<file path="src/rtl/loop_sequencer_pkg.sv">
// Shared FSM encoding, period limits and default datapath constants for loop_sequencer.
package loop_sequencer_pkg;

  typedef enum logic [2:0] {
    ST_IDLE    = 3'd0,
    ST_REQ     = 3'd1,
    ST_SETTLE  = 3'd2,
    ST_UPDATE  = 3'd3,
    ST_CAPT    = 3'd4,
    ST_WAITDAC = 3'd5
  } seq_state_t;

  localparam int MIN_PERIOD = 8;
  localparam int DEF_SIZE   = 19;
  localparam logic signed [DEF_SIZE-1:0] DEF_IK_MAX = 19'sd131071;

  // Requested periods shorter than MIN_PERIOD are stretched to MIN_PERIOD.
  function automatic int effective_period(input int cfg);
    return (cfg < MIN_PERIOD) ? MIN_PERIOD : cfg;
  endfunction

endpackage

</file>
<file path="src/rtl/loop_sequencer_period_timer.sv">
// Reloadable sample-period down-counter; emits a one-cycle tick every max(period_cfg,8) cycles while run=1.
module period_timer
  import loop_sequencer_pkg::*;
#(
  parameter int PW = 16
) (
  input  logic          clk,
  input  logic          rst,
  input  logic          run,
  input  logic [PW-1:0] period_cfg,
  output logic          tick
);

  logic [PW-1:0] count;
  logic          armed;
  logic [PW-1:0] reload;

  // period_cfg only matters at the moments reload is consumed
  always_comb begin
    reload = PW'(effective_period(int'(period_cfg)) - 1);
  end

  // Counter: cleared while stopped, loaded on the first running cycle, reloaded at each tick.
  always_ff @(posedge clk or negedge rst) begin
    if (!rst) begin
      count <= '0;
      armed <= 1'b0;
      tick  <= 1'b0;
    end else if (!run) begin
      count <= '0;
      armed <= 1'b0;
      tick  <= 1'b0;
    end else if (!armed) begin
      count <= reload;
      armed <= 1'b1;
      tick  <= 1'b0;
    end else if (count == '0) begin
      count <= reload;
      tick  <= 1'b1;
    end else begin
      count <= count - PW'(1);
      tick  <= 1'b0;
    end
  end

endmodule

</file>
<file path="src/rtl/loop_sequencer.sv">
// Sample-rate scheduler for the integrator/PI datapath: ADC request, settle, EN pulse, DAC hand-off.
// Optional anti-windup clamp on int_en is enabled by defining INTEG_CLAMP_EN.
module loop_sequencer
  import loop_sequencer_pkg::*;
#(
  parameter int SIZE   = DEF_SIZE,
  parameter int PW     = 16,
  parameter int SETTLE = 2,
  parameter int ADC_TO = 255,
  parameter logic signed [SIZE-1:0] IK_MAX = SIZE'(DEF_IK_MAX)
) (
  input  logic                   clk,
  input  logic                   rst,
  input  logic                   run,
  input  logic [PW-1:0]          period_cfg,
  output logic                   adc_req,
  input  logic                   adc_ack,
  input  logic signed [SIZE-1:0] adc_data,
  output logic signed [SIZE-1:0] yk,
  output logic                   int_en,
  input  logic signed [SIZE-1:0] ik_in,
  input  logic signed [SIZE-1:0] ek_in,
  output logic                   dac_load,
  input  logic                   dac_busy,
  output logic signed [SIZE-1:0] dac_data,
  output logic                   overrun,
  output logic                   adc_timeout,
  output logic                   windup
);

  localparam int TW = (ADC_TO > 1) ? $clog2(ADC_TO) : 1;
  localparam int SW = (SETTLE > 1) ? $clog2(SETTLE) : 1;

  seq_state_t    state;
  logic [TW-1:0] wait_cnt;
  logic [SW-1:0] settle_cnt;
  logic          tick;
  logic          clamp;

  period_timer #(.PW(PW)) u_timer (
    .clk       (clk),
    .rst       (rst),
    .run       (run),
    .period_cfg(period_cfg),
    .tick      (tick)
  );

`ifdef INTEG_CLAMP_EN
  localparam logic signed [SIZE-1:0] ZERO = '0;

  function automatic logic clamp_hit(input logic signed [SIZE-1:0] ik,
                                     input logic signed [SIZE-1:0] ek);
    return ((ik >= IK_MAX) && (ek > ZERO)) || ((ik <= -IK_MAX) && (ek < ZERO));
  endfunction

  assign clamp = clamp_hit(ik_in, ek_in);
`else
  logic unused_clamp_inputs;
  assign unused_clamp_inputs = ^{ek_in, IK_MAX};
  assign clamp = 1'b0;
`endif

  // Sequencer FSM with registered strobes and sticky status flags.
  always_ff @(posedge clk or negedge rst) begin
    if (!rst) begin
      state       <= ST_IDLE;
      wait_cnt    <= '0;
      settle_cnt  <= '0;
      adc_req     <= 1'b0;
      int_en      <= 1'b0;
      dac_load    <= 1'b0;
      yk          <= '0;
      dac_data    <= '0;
      overrun     <= 1'b0;
      adc_timeout <= 1'b0;
      windup      <= 1'b0;
    end else if (!run) begin
      state      <= ST_IDLE;
      wait_cnt   <= '0;
      settle_cnt <= '0;
      adc_req    <= 1'b0;
      int_en     <= 1'b0;
      dac_load   <= 1'b0;
    end else begin
      int_en   <= 1'b0;
      dac_load <= 1'b0;
      if (tick && (state != ST_IDLE)) begin
        overrun <= 1'b1;
      end
      case (state)
        ST_IDLE: begin
          if (tick) begin
            state    <= ST_REQ;
            adc_req  <= 1'b1;
            wait_cnt <= '0;
          end
        end
        ST_REQ: begin
          // an ack arriving in the expiry cycle still counts
          if (adc_ack) begin
            yk         <= adc_data;
            adc_req    <= 1'b0;
            settle_cnt <= '0;
            state      <= ST_SETTLE;
          end else if (wait_cnt == TW'(ADC_TO - 1)) begin
            adc_timeout <= 1'b1;
            adc_req     <= 1'b0;
            state       <= ST_IDLE;
          end else begin
            wait_cnt <= wait_cnt + TW'(1);
          end
        end
        ST_SETTLE: begin
          if (settle_cnt == SW'(SETTLE - 1)) begin
            state <= ST_UPDATE;
            if (clamp) begin
              windup <= 1'b1;
            end else begin
              int_en <= 1'b1;
            end
          end else begin
            settle_cnt <= settle_cnt + SW'(1);
          end
        end
        ST_UPDATE: begin
          state <= ST_CAPT;
        end
        ST_CAPT: begin
          dac_data <= ik_in;
          state    <= ST_WAITDAC;
        end
        ST_WAITDAC: begin
          if (!dac_busy) begin
            dac_load <= 1'b1;
            state    <= ST_IDLE;
          end
        end
        default: begin
          state   <= ST_IDLE;
          adc_req <= 1'b0;
        end
      endcase
    end
  end

endmodule

</file>
<file path="config.mk">
export PLATFORM = sky130hd
export DESIGN_NAME = loop_sequencer
export DESIGN_NICKNAME = d
export VERILOG_FILES = /design/src/rtl/loop_sequencer_pkg.sv /design/src/rtl/loop_sequencer_period_timer.sv /design/src/rtl/loop_sequencer.sv
export SDC_FILE = /design/constraint.sdc
export NUM_CORES = 1
export LEC_CHECK = 0
export ABC_AREA = 0
export BUFFER_PORTS_ARGS = -buffer_cell sky130_fd_sc_hd__buf_4
export CAP_MARGIN = 15
export CORE_UTILIZATION = 45
export CTS_BUF_LIST = sky130_fd_sc_hd__clkbuf_8
export DETAILED_ROUTE_END_ITERATION = 16
export PLACE_DENSITY = 0.82
export SLEW_MARGIN = 20
export SYNTH_ARGS = -nofsm -noshare
export SYNTH_HDL_FRONTEND = slang
export SYNTH_SLANG_ARGS = --single-unit
</file>
<file path="constraint.sdc">
create_clock -name clk -period 2.27 [get_ports clk]
set_input_delay 0.454 -clock clk [delete_from_list [all_inputs] [get_ports clk]]
set_output_delay 0.454 -clock clk [all_outputs]
set_load 0.01 [all_outputs]
</file>
# After elaboration in Yosys (flattened, before gate mapping)
# Index checks and enable logic that the tools add are counted.
# totals
reg_bits,73
inputBits,78
elab_cells,83
# classes
add_sub_neg,4
n_lt_le_gt_ge,1
eq_ne,16
n_mux,35
n_bitwise,1
reduce_logical,13
# ops
cell,n
16-bit 2-to-1 mux,4
8-bit 2-to-1 mux,4
3-bit 2-to-1 mux,6
3-bit one-hot mux with 6 select lines,1
1-bit 2-to-1 mux,17
16-bit zero test,1
"16-bit by 4-bit < comparator with 1-bit output, second input constant",1
8-bit one-hot mux with 2 select lines,1
"16-bit by 1-bit subtractor with 16-bit output, second input constant",1
"16-bit by 2-bit subtractor with 16-bit output, second input constant",1
"3-bit != test, second input constant",5
4-bit AND reduction,3
"8-bit by 1-bit adder with 8-bit output, second input constant",1
"8-bit == test, second input constant",1
"3-bit by 2-bit == test with 1-bit output, second input constant",2
"3-bit == test, second input constant",2
"3-bit by 1-bit != test with 1-bit output, second input constant",2
2-bit AND reduction,3
3-bit AND reduction,2
"4-bit != test, second input constant",1
4-bit OR reduction,1
"3-bit by 1-bit == test with 1-bit output, second input constant",1
3-bit zero test,1
"3-bit by 2-bit != test with 1-bit output, second input constant",1
other kinds (7),7

# Logic depth before layout (Yosys ltp)
# depth
ltp_word,6
depth_mapped,9
depth_no_buf,9

# Hierarchy
# Synthesis repeated with hierarchy kept, for this count alone.
# hier_totals
cells_unflattened,346
hier_area_um2,3772.4
# by_module_without_submodules
mod,instances,cells_each,area_each_um2
loop_sequencer,1,186,2411.1
period_timer,1,160,1361.3

# Worst setup path after synthesis
# OpenSTA, ideal clock, no wires.
# synth_path
path_kind,input to register
start,in period_cfg[5]
end,reg u_timer.count[8]
t_arrival_ps,2227
required_ps,2193
setup_slack_ps,-34
path_stages,9
cell_sequence,nor4_4 nand4_1 nand2_1 ha_1 nor3b_1 nand2_1 a211oi_1 a21oi_1 a21oi_1
# synth_between
elab_chain_cells,6
# synth_rtl
item,line,text
start: declaration,loop_sequencer.sv:15,"input logic [PW-1:0] period_cfg,"
16-bit by 4-bit < comparator with 1-bit output,loop_sequencer_pkg.sv:19,return (cfg < MIN_PERIOD) ? MIN_PERIOD : cfg;
16-bit 2-to-1 mux *,loop_sequencer_pkg.sv:19,
16-bit by 2-bit subtractor with 16-bit output *,loop_sequencer_period_timer.sv:20,reload = PW'(effective_period(int'(period_cfg)) - 1);
16-bit 2-to-1 mux,loop_sequencer_period_timer.sv:37,end else if (count == '0) begin
16-bit 2-to-1 mux *,loop_sequencer_period_timer.sv:33,end else if (!armed) begin
16-bit 2-to-1 mux *,loop_sequencer_period_timer.sv:29,end else if (!run) begin
end signal: assignment,loop_sequencer_period_timer.sv:34,count <= reload;
end signal: assignment,loop_sequencer_period_timer.sv:38,count <= reload;
end signal: assignment,loop_sequencer_period_timer.sv:41,count <= count - PW'(1);
end: declaration,loop_sequencer_period_timer.sv:14,logic [PW-1:0] count;
# Mark *: on every way between the ends. The rest lies on a longest branch, timed or not.
# A chain may end at the register's enable or synchronous reset.

# Worst setup path in the final report
# layout_path
start,reg state[2]
end,reg wait_cnt[4]
# layout_between
elab_chain_cells,3
# layout_rtl
item,line,text
start: declaration,loop_sequencer.sv:34,seq_state_t state;
start signal: assignment,loop_sequencer.sv:66,state <= ST_IDLE;
start signal: assignment,loop_sequencer.sv:78,state <= ST_IDLE;
start signal: assignment,loop_sequencer.sv:93,state <= ST_REQ;
3-bit by 1-bit == test with 1-bit output / 3-bit zero test (equally long branches),loop_sequencer.sv:90,case (state)
"3-bit by 1-bit != test with 1-bit output (no line), or another cell as far along",-,
4-bit AND reduction (no line) / 8-bit 2-to-1 mux (equally long branches),-,
end signal: assignment,loop_sequencer.sv:110,wait_cnt <= wait_cnt + TW'(1);
end: declaration,loop_sequencer.sv:35,logic [TW-1:0] wait_cnt;
# Several ways; a longest one is shown, not always the timed one.

==> qor.tcl <==
set qor(chipHeight_um) 92.65
set qor(post-synth-top-area-fraction) 0.4941
set qor(dieArea_mm2) 0.008583
set qor(report.power.total_mw) 3.066
set qor(initialDrtViolationCount) 163
set qor(global_route.overflow_total) 0
set qor(synth_top_family_by_area) {simple AND/OR/NAND/NOR gates}
set qor(yosys-top-cells-area) {dfrtp_1, mux2_2, xor2_1, nand2_1, nor4_4}
set qor(wl_mm) 8.029
set qor(fin_area_mm2) 0.004881
set qor(cts_root_buffer) {clkbuf_8}
set qor(synth_adder_area_share) 0.01692
set qor(tritoncts) {yes}
set qor(worst_slew_margin_rel) 0.5633
set qor(tritoncts.num_buffers) 9
set qor(postSynth.topFlopCell) {dfrtp_1}
set qor(cts_max_path_buffers) 2
set qor(holdCritPathClass) {input port to asynchronous set/reset pin}
set qor(mostFrequentLayoutCell) {buf_4}
set qor(tritoncts_num_sinks) 73
set qor(longest_individual_stage_delay_on_the_worst_path_ns) 0.62
set qor(timing.final.hold_violations) 0
set qor(setup_repair_after_global_routing_missed_its_margin) {false}
set qor(critical_path.startpoint_type) {flop}
set qor(wire_length_of_the_first_global_routing_pass_mm) 13.14
set qor(final_max_slew_viol_count) 0
set qor(detail-route-antenna-nets) 0
set qor(diodes) 0
set qor(vdd.ir_drop.worst_mv) 0.4462
set qor(dp_hpwl_mm) 5.994
set qor(final.setup.tns_ns) 0
set qor(clock_transition_at_the_register_clock_pins_on_the_worst_setup_and_hold_paths_after_cts_ns) 0.08
set qor(maximum_number_of_pins_on_one_net_before_global_route_repair) 48
set qor(routedWlPerCell_um) 14.41
set qor(placementRows) 32
set qor(synth_top_area_cell) {dfrtp_1}
set qor(setup_viols_final) 0
set qor(syn_area_mm2) 0.003697
set qor(run_status) {finished, final reports clean}
set qor(cts_hold_buf) 0
set qor(initial_core_util) 0.4711
set qor(grt_pass1_vias) 2847
set qor(finalNetCount) 533
set qor(timing_worst_slew_pin_value_ns) 0.6386
set qor(core_area_mm2) 0.007848
set qor(number_of_filler_instances_in_the_final_layout) 632
set qor(ys.warnings.count) 0
set qor(synth_compound_gate_area_share) 0.1076
set qor(globalplace.congestion) 0.8894
set qor(post_synthesis_instance_total) 333
set qor(avgSynthCellArea_um2) 11.10
set qor(port_buffers) 101
set qor(critical_path.slowest_cell) {a2111oi_0}
set qor(floorplan.io_pins) 122
set qor(number_of_antenna_violations_at_the_first_check_in_global_routing) 0
set qor(clk_latency_ns) 0.36
set qor(synth-simple-area-share) 0.1902
set qor(post_route_cells_drive_above_1_share) 0.4286
set qor(crit_path_buf_inv_count) 0
set qor(post_synth_num_cell_types) 54
set qor(worstPathRequired_ns) 2.53
set qor(max_freq_mhz) 509.5
set qor(critical_path_cell_count) 5
set qor(final.period_utilization) 0.8647
set qor(postCtsSetupBuffers) 0
set qor(timing.critical_path.to_type) {flop}
set qor(finClkSkew_ns) 0.01239
set qor(async_flop_share) 1.000
set qor(r2r.worst_path.cells) 5
set qor(route.detailed.drc) 0
set qor(commonest_non_fill_non_tap_cells_in_the_layout) {buf_4, dfrtp_1, mux2_2}
set qor(routed-via-count) 2948
set qor(ys_seq_elements) 73
set qor(critical_path.top_delay_family) {compound AO/OA/AOI/OAI gates}
set qor(worst_ep_arrival_time_ns) 2.22
set qor(post_synth_xor_area_fraction) 0.04501
set qor(chipWidth_um) 92.65
set qor(grt_usage) 0.1963
set qor(worstPathMaxFanout) 11
set qor(synth.area.mux_share) 0.1212
set qor(firstDrtPassIters) 4
set qor(synth_enable_flop_cells) 0
set qor(area_growth_syn_to_layout_pct) 32.01
set qor(htree_levels) 3
set qor(worst-setup-path-type) {flop to flop}
set qor(cellPowerDensity_mw_per_mm2) 628.1
set qor(final_period_minus_worst_setup_slack_ns) 1.963
set qor(synth_seq_area_share) 0.4941
set qor(vias_per_cell) 5.293
set qor(total_leakage_power_nw) 2.353
set qor(synth_fp_nets) 416
set qor(post_cts.resized_instances) 0
set qor(detailed_place.area_mm2) 0.004662
set qor(max_cap_violations) 0
set qor(critical_path.cell_chain) {nand2b_1 -> a2111oi_0 -> a31o_2 -> o21ai_0 -> o31ai_1}
## where the power goes
part	switching [mW]	leakage (nW)	total, mW	internal, mW
Sequential	0.0670	0.982	1.45	1.38
Clock	0.501	0.115	1.12	0.620
Combinational	0.226	1.26	0.496	0.270
Total	0.794	2.35	3.07	2.27
## state kept, by name, indices dropped and copies added, names as in the netlist
signal / cells
overrun: 1
adc_req: 1
dac_load: 1
u_timer.tick: 1
yk: 19
adc_timeout: 1
u_timer.armed: 1
u_timer.count: 16
wait_cnt: 8
state: 3
int_en: 1
dac_data: 19
settle_cnt: 1
## layout make-up
class / count / area, um^2 / area share
clock buffer: 9 / 123.9 / 0.02538
clock inverter: 7 / 95.09 / 0.01948
inverter: 6 / 22.52 / 0.004614
multi-input combinational: 242 / 1787 / 0.3661
sequential: 73 / 1827 / 0.3743
tap: 102 / 127.6 / 0.02615
timing repair buffer: 118 / 898.4 / 0.1841
## path summary, 6_finish.rpt
check                                        start                 endpoint  slack, ns
max                           state[2]$_DFFE_PN0P_  wait_cnt[4]$_DFFE_PN0P_       0.31
min                                            rst       yk[13]$_DFFE_PN0P_       0.09
min in group clk                          dac_busy       dac_load$_DFF_PN0_       0.26
max reg2reg                   state[2]$_DFFE_PN0P_  wait_cnt[4]$_DFFE_PN0P_       0.31
max in group asynchronous                      rst  wait_cnt[0]$_DFFE_PN0P_       1.61
min reg2reg                wait_cnt[7]$_DFFE_PN0P_  wait_cnt[7]$_DFFE_PN0P_       0.47
## layer usage
metal,routed length (um),vias up,global-route usage
met5,0,-,0
met4,138,0,0.07436
met3,432,13,0.05172
met2,4003,92,0.3395
met1,3455,1406,0.2336
li1,-,1437,-
## synth_stat cells, drive strengths merged (6+ instances only)
| library cell | number |
|---|---|
| dfrtp | 73 |
| mux2 | 38 |
| nand2 | 32 |
| nor2 | 22 |
| o21ai | 18 |
| a21oi | 15 |
| xor2 | 14 |
| nor3 | 12 |
| buf | 8 |
| nand3 | 8 |
| nor4 | 8 |
| nand4 | 7 |
| o22ai | 7 |
| inv | 6 |
## cell families after synthesis
kind of cell             after synthesis
multiplexers                          40
flip-flops                            73
adder cells (fa/ha/maj)                5
AND/OR/NAND/NOR                      116
buffers and inverters                 18
AO/OA/AOI/OAI                         61
XOR/XNOR                              19
other                                  1
## per-stage QoR
step / hold WS [ns] / std cells / util / worst slack, ns
2_1_floorplan: 0.1584 / 333 / - / 0.08110
3_3_place_gp: 0.4572 / 541 / 0.5941 / 0.004682
3_5_place_dp: 0.4660 / 541 / 0.5941 / -0.03980
4_1_cts: 0.1143 / 557 / 0.6220 / 0.3003
5_1_grt: 0.1451 / 557 / 0.6220 / 0.1331
6_report: 0.09187 / 557 / 0.6220 / 0.3072
Power figures use the tool's default switching activity.
